File: config.mk
export PLATFORM = sky130hd
export DESIGN_NAME = sat_counter
export DESIGN_NICKNAME = d
export VERILOG_FILES = /design/src/rtl/sequence_checker_sat_counter.sv
export SDC_FILE = /design/constraint.sdc
export NUM_CORES = 1
export LEC_CHECK = 0
export ABC_CLOCK_PERIOD_IN_PS = 1350
export BUFFER_PORTS_ARGS = -buffer_cell sky130_fd_sc_hd__buf_2
export CAP_MARGIN = 20
export CORE_AREA = 8 8 45 47
export CTS_CLUSTER_SIZE = 40
export DETAILED_ROUTE_END_ITERATION = 12
export DIE_AREA = 0 0 53 55
export MAX_ROUTING_LAYER = met4
export SYNTH_ARGS = -nofsm -noshare
export SYNTH_HDL_FRONTEND = slang
export SYNTH_SLANG_ARGS = --single-unit
File: constraint.sdc
create_clock -name clk -period 1.35 [get_ports clk]
set_input_delay 0.27 -clock clk [delete_from_list [all_inputs] [get_ports clk]]
set_output_delay 0.27 -clock clk [all_outputs]
set_load 0.01 [all_outputs]
File: src/rtl/sequence_checker_sat_counter.sv
// Parameterised-width saturating up-counter. Clear has priority over
// increment; the count sticks at all-ones instead of wrapping.
module sat_counter #(
  parameter int W = 4
) (
  input  logic         clk,
  input  logic         rst,
  input  logic         inc,
  input  logic         clr,
  output logic [W-1:0] cnt
);

  logic [W-1:0] r_cnt;

  // Count up on inc, hold at all-ones, clear on clr
  always_ff @(posedge clk or posedge rst) begin
    if (rst)                      r_cnt <= '0;
    else if (clr)                 r_cnt <= '0;
    else if (inc && r_cnt != '1)  r_cnt <= r_cnt + W'(1);
  end

  assign cnt = r_cnt;

endmodule

* Word-level counts from Yosys, hierarchy flattened *
Index checks and enable logic that the tools add are counted.

storage, ports and cells
  register bits after elaboration = 4
  latch bits = 0
  bits in writable memories = 0
  ROM bits = 0
  bits of input ports = 4
  output and inout bits = 4
  memories = 0

cells by class
  add/sub/neg operators = 1
  $mul = 0
  div/mod/pow operators = 0
  $lt $le $gt $ge = 0
  equal/unequal tests = 1
  shift operators = 0
  mux-type cells = 2
  bitwise logic cells = 0
  reduce and logical (&&, ||, !) cells = 2

operator list
  kind                 number
  $mux 4               2
  $add 4x1->4 const B  1
  $ne 4x4->1 const B   1
  $reduce_bool 2->1    1
  $logic_and 1x1->1    1

* Depth between registers and ports, before layout *
Gate-level depths: netlist (run 1).

  depth after elaboration = 4
  gate-level depth with buffers = 3
  mapped depth without buffers = 3

* Worst setup path after synthesis (run 1) *
OpenSTA, ideal clock, no wires.

  kind = reg2reg
  start point = reg r_cnt[0] (netlist: cnt[0])
  end point = reg r_cnt[0] (netlist: cnt[0])
  data arrival time = 1209 ps
  required time = 1225 ps
  slack = 16 ps
  stages on the path, launching flop included = 4
  period minus slack after synthesis = 1334 ps
  cell sequence = dfrtp_1 ha_1 a31oi_4 mux2_4

on the way
  word-level cells in the longest chain between the ends = 3
  elaborated cells between the ends (all ways) = 6

RTL lines
  what                                         RTL line  RTL
  start: declaration                           13        logic [W-1:0] r_cnt;
  start signal: assignment                     19        else if (inc && r_cnt != '1) r_cnt <= r_cnt + W'(1);
  $add 4x1->4 or $ne 4x4->1 (tied branches)    19
  $mux 4 or $logic_and 1x1->1 (tied branches)  19
  $mux 4 or $reduce_bool 2->1 (tied branches)  -

Parallel ways exist; a longest one is shown, timed or not. The select of a mux whose other input is x is not followed.
A chain may end at the register's enable or synchronous reset.

* Final worst setup path (run 1) *
Ends and elaborated chain as after synthesis.

==> results of run 1 <==
==> report_power, final <==
part           internal (mW)  total [mW]  switching [mW]
clock                 0.0991       0.143          0.0443
combinational         0.0296      0.0557          0.0261
sequential             0.126       0.130         0.00388
==> repair_timing <==
item | CTS | global route
hold buffers | 1 | 0
gates resized for setup | 0 | 1
setup endpoints to repair | 0 | 1
hold endpoints to repair | 4 | 0
==> cell families (layout without fill, tap and decap cells) <==
group           Yosys count  in the layout  synth area share [%]
simple gates              8              8                  20.7
flops                     4              4                  43.5
compound gates            3              3                  14.7
buf+inv                   3             16                  4.89
mux                       2              2                  10.9
fa+ha+maj                 1              1                  5.43
==> routing by layer <==
layer | part of all wire [%] | vias to the layer above | routed length [µm]
li1 | - | 100 | -
met1 | 42 | 88 | 222
met2 | 45 | 6 | 238
met3 | 12 | 2 | 66
met4 | 0.75 | 0 | 4
met5 | 0 | - | 0
==> metrics by stage <==
step	utilization (%)	std cells
after floorplan	-	21
after global placement	21.7	46
after detailed placement	21.7	46
after CTS	24.1	50
after global routing	24.2	50
final	24.2	50
==> how the worst max path moves through the flow <==
stage	startpoint	endpoint	slack [ns]	cells past startpoint
3_3_place_gp	cnt[0]	cnt[0]	0.07	3
6_report	cnt[0]	cnt[0]	0.10	3
5_1_grt	cnt[0]	cnt[0]	0.07	3
2_1_floorplan	cnt[0]	cnt[0]	0.02	3
3_5_place_dp	cnt[0]	cnt[0]	0.04	3
4_1_cts	cnt[0]	cnt[0]	0.04	3
==> placed cells by master, fill, tap and decap left out <==
cell           n
buf_2          7
dfrtp_1        4
inv_1          3
clkbuf_4       3
nor3_1         2
nand2b_1       2
buf_4          2
and4_1         1
a21oi_1        1
nor2b_1        1
nor2_1         1
a31oi_4        1
mux2_4         1
nand4_1        1
a211oi_1       1
mux2i_1        1
ha_2           1
dlygate4sd3_1  1
==> final cells by class <==
type	instances	area, µm²	share of cell area [%]
multi-input cells	14	121	36.2
flip-flops and latches	4	100	29.9
repair buffers	10	60.1	17.9
clock buffers	3	22.5	6.72
well taps	16	20.0	5.97
inverters	3	11.3	3.36
==> worst max-delay path, stage by stage (launching register included) <==
cell and delay, ns:
dfrtp_1 0.37, ha_2 0.22, a31oi_4 0.21, mux2_4 0.32
==> results by group, run 1 <==
Outcome
  – Status: complete, no violations

Setup path
  – Startpoint type of the worst setup path: flip-flop
  – Worst r2r src: cnt[0]
  – CP arrival: ~1.4 ns
  – CP Max Fanout: 4
  – Critical path type: reg -> reg
  – WP data required: ~1.5 ns
  – FF-to-FF End: cnt[0]
  – Reg2reg path depth: 3
  – Reg2reg setup slack: 0.10 ns
  – Worst setup EP type: flip-flop

Synthesis
  – Mapped Cells: 21
  – Synth top cells by count: dfrtp_1, inv_1, nand2b_1, nor3_1
  – Synth Cell Area: roughly 230 µm²
  – Synth warn: 0
  – Primary FF master, synth: dfrtp_1
  – Netlist cell types: 14
  – Most common cell in the synthesized netlist: dfrtp_1
  – Synthesized area per cell: 11.0 µm²
  – Yosys top cell area share: between 40% and 50%
  – Sequential share of the synthesized area: 43.5%
  – Synth top area cells: dfrtp_1, a31oi_4, mux2_4, ha_1, nand2b_1
  – Number of flops mapped to enable cells by yosys: 0
  – Ys async rst share: between 90% and 100%
  – Number of synthesized register bits: 4
  – Net Count, Synth: 26
  – Cell type with the largest total area after synthesis: dfrtp_1

GRT
  – M2 GR Usage: around 5.9%
  – Vias in the first global route: around 230
  – Global Route met3 Usage: 3.21%
  – Pin count of the biggest net entering global routing: 7
  – GR Overflow Total: 0
  – GRT Util Overall: 4.63%
  – Top Usage Layer GRT: met2
  – First-pass GRT wire length: 876 µm
  – Met1 Usage GRT: under 10%
  – Initial antenna violation count: 0

Cells and area
  – Post-route cell area: between 300 and 400 µm²
  – Inserted Diodes: 0
  – Area Growth Syn to Fin: 45.7%
  – Max reg flops: 4
  – Layout cells sized above 1: 44.1%
  – Fillers: ~160
  – Final #Nets: 41

Die
  – IO Pins: 8
  – Site Rows: 14
  – Die Footprint: slightly below 3000 µm²
  – Starting density of the core: between 10% and 20%
  – Core Area: about 1400 µm²
  – Die Wd: roughly 53 µm
  – Height of the die: 55 µm

Timing
  – Fmax: around 800 MHz
  – TNS Setup: 0 ns
  – Fin. Hold Viols: 0
  – Worst setup margin: roughly 0.10 ns
  – Final period util: between 90% and 100%
  – Slew Limit Fails: 0
  – Final setup viols: 0
  – Worst-Margin Slew: 0.221 ns
  – Clock skew: approximately 0.0019 ns
  – RSZ-0062 raised after global routing: false
  – Worst hold margin: roughly 0.28 ns
  – Max_slew headroom: 85.2%
  – Min Clock Period, post-route: about 1.2 ns

Drt
  – DR WL/cell: ~11 µm
  – Via density: slightly below 4
  – DR pass1 iterations: 1
  – Antenna viol nets, final: 0
  – DR vias: roughly 200
  – DRC Markers: 0
  – Initial DRC count: 0
  – Total Wirelength: about 530 µm

Placed design
  – DP Area: between 300 and 400 µm²
  – Hpwl dp: about 450 µm
  – I/O Buffers: 7
  – RD Place Congestion: 0.644
  – Dpl ws: about 0.04 ns

Power and ir drop
  – Pwr dens: ~980 nW/µm²
  – Max IR drop VDD: roughly 0.36 mV
  – Total power: 0.329 mW
  – Leakage dissipation: 0.165 nW

Job
  – MaxCap Viol Count: 0

Clock network
  – Clock latency on the worst-skew pair: 0.23 ns
  – Clock net sink count: 4
  – TritonCTS buffer count: 3
  – Clock-pin transition on the worst setup and hold timing paths: 0.04 ns
  – Max Buffers Root-to-Sink: 2
  – Clk root buf: clkbuf_4
  – Postcts setup bufs: 0
  – CTS tree: done
  – Number of H-tree levels: 1

Hold path
  – WHS Endpoint: cnt[3]
  – Worst Hold Launch: clr
  – Worst hold-check path type: in -> reg
  – Hold Crit Depth: 2
(Power assumes the default switching activity.)
==> inputs of run 2 (changes only) <==
- GPL_ROUTABILITY_DRIVEN: default -> 0
- SETUP_SLACK_MARGIN: default -> 0.5
==> run 2 against run 1 <==
Net effect:
- wire length is 27% higher
- sequential cell count unchanged
- sequential share of layout area decreased by 5.6 points
- total power is 12% higher
- first-iteration DRC count grew 1
- non-clock buffer count is 4 higher
- core utilization is 6.3 points higher
- register-to-register slack better by 0.03 ns
- fmax rose by 2.5%
- combinational power rose by 38%
- largest power group unchanged
==> results by group, run 2 (same netlist as run 1, synthesis figures left out) <==
Setup path
  – WP data required: 1.47 ns (about the same)
  – CP arrival: 1.34 ns (-0.02 ns)
  – Reg2reg setup slack: 0.13 ns (+0.03 ns)
  – Critical path type: reg -> reg
  – CP Max Fanout: 2 (-2)
  – Worst setup EP type: flip-flop
  – Startpoint type of the worst setup path: flip-flop

Power and ir drop
  – Max IR drop VDD: 0.472 mV (+30%)
  – Leakage dissipation: 0.190 nW (+15%)
  – Pwr dens: 872 nW/µm² (-11%)

Cells and area
  – Finished Layout Cells: 54 (+8.0%)
  – Final #Nets: 45 (+9.8%)
  – Area Growth Syn to Fin: 83.7%
  – Most common cell after layout, fill and taps aside: buf_2
  – Post-route cell area: 423 µm² (+26%)
  – Inserted Diodes: 0 (unchanged)
  – Layout cells sized above 1: 65.8% (+22 points)
  – Max reg flops: 4 (unchanged)
  – Most frequent cells in the layout: buf_2, buf_6, buf_4

Timing
  – Slew Limit Fails: 0 (unchanged)
  – Fin. Hold Viols: 0 (unchanged)
  – Clock skew: 0.00320 ns (+0.00129 ns)
  – Worst-Margin Slew: 0.221 ns (+0.0000191 ns)
  – Min Clock Period, post-route: 1.22 ns (-0.0303 ns)
  – Final setup viols: 0 (unchanged)
  – Fmax: 821 MHz (+2.5%)
  – RSZ-0062 raised after global routing: true
  – Worst setup margin: 0.132 ns (+0.0303 ns)
  – Final period util: 90.2% (-2.2 points)
  – Max_slew headroom: 85.3% (+0.088 points)
  – TNS Setup: 0 ns (unchanged)

Die
  – Die Footprint: 2920 µm² (unchanged)
  – Height of the die: 55 µm (unchanged)
  – Die Wd: 53 µm (unchanged)
  – Core Area: 1380 µm² (unchanged)
  – Starting density of the core: 16.6% (unchanged)
  – Site Rows: 14 (unchanged)
  – IO Pins: 8 (unchanged)

GRT
  – GRT Util Overall: 5.93% (+1.3 points)
  – Pin count of the biggest net entering global routing: 7 (unchanged)
  – Initial antenna violation count: 0 (unchanged)
  – GR Overflow Total: 0 (unchanged)
  – Vias in the first global route: 257 (+14%)
  – First-pass GRT wire length: 1.14 mm (+30%)

Drt
  – Via density: 4.17 (+6.3%)
  – DR pass1 iterations: 2 (+1)
  – Antenna viol nets, final: 0 (unchanged)
  – DR WL/cell: 12.5 µm (+18%)
  – Max Used Layer: met4
  – Total Wirelength: 675 µm (+27%)
  – Met2 WL: 280 µm (+18%)
  – DRC Markers: 0 (unchanged)
  – Wl on met1: 293 µm (+32%)
  – Initial DRC count: 1 (+1)
  – DR vias: 225 (+15%)
  – Met3 wire length: 88 µm (+33%)

Placed design
  – DP Area: 305 µm² (+1.7%)
  – Dpl cells: 44 (-4.3%)
  – Dpl ws: 0.104 ns (+0.0638 ns)
  – I/O Buffers: 7 (unchanged)
  – Hpwl dp: 456 µm (+0.71%)

Clock network
  – Number of H-tree levels: 1 (unchanged)
  – Clock net sink count: 4 (unchanged)
  – Clock-pin transition on the worst setup and hold timing paths: 0.04 ns (about the same)
  – CTS tree: done
  – TritonCTS buffer count: 3 (unchanged)
  – Clk root buf: clkbuf_4
  – Clock latency on the worst-skew pair: 0.24 ns (about the same)
  – Max Buffers Root-to-Sink: 2 (unchanged)

Job
  – MaxCap Viol Count: 0 (unchanged)

Outcome
  – Status: complete, no violations

Hold path
  – Worst hold-check path type: in -> reg
==> run 2: critical path, cell delays in order, from the launching register on <==
cell	delay, ns
dfrtp_2	0.43
ha_4	0.18
a31oi_4	0.18
mux2_4	0.32
==> run 2: per-layer routing <==
metal	global-route usage (%)	vias up
met3	4.81	2
li1	-	108
met2	7.62	12
met4	3.88	0
met1	5.97	103
met5	-	-
==> run 2: stage by stage <==
stage | hold slack, ns | utilization, % | power [mW]
3_3_place_gp | 0.152 | 22.1 | 0.183
5_1_grt | 0.278 | 30.6 | 0.394
2_1_floorplan | 0.0359 | - | 0.165
3_5_place_dp | 0.158 | 22.1 | 0.184
6_report | 0.283 | 30.6 | 0.369
4_1_cts | 0.267 | 29.7 | 0.374
==> run 2: power by group <==
part / switching, mW / total, mW / leakage [nW] / internal (mW)
logic: 0.0307 / 0.0771 / 0.124 / 0.0464
registers: 0.00871 / 0.136 / 0.0515 / 0.127
clock network: 0.0559 / 0.156 / 0.0138 / 0.0999
==> run 2: final timing paths <==
check	endpoint	start	cells after the start
worst max-delay path	cnt[0]	cnt[1]	3
worst min-delay path	cnt[2]	clr	2
worst max register to register	cnt[0]	cnt[1]	3
worst min register to register	cnt[2]	cnt[2]	2
max in group asynchronous	cnt[1]	rst	3
min in group asynchronous	cnt[2]	rst	3
==> run 2: timing repair <==
action,in CTS,in global routing
setup endpoints to repair,8,8
pin swaps,5,4
hold buffers,1,0
buffers inserted,6,0
endpoints found under the hold margin,4,0
gates resized for setup,6,2
==> run 2: final cells by class <==
| type | instances | area, µm² |
|---|---|---|
| fillers | 151 | 961 |
| multi-input cells | 14 | 156 |
| repair buffers | 14 | 110 |
| flip-flops and latches | 4 | 103 |
| clock buffers | 3 | 22.5 |
| well taps | 16 | 20.0 |
| inverters | 3 | 11.3 |
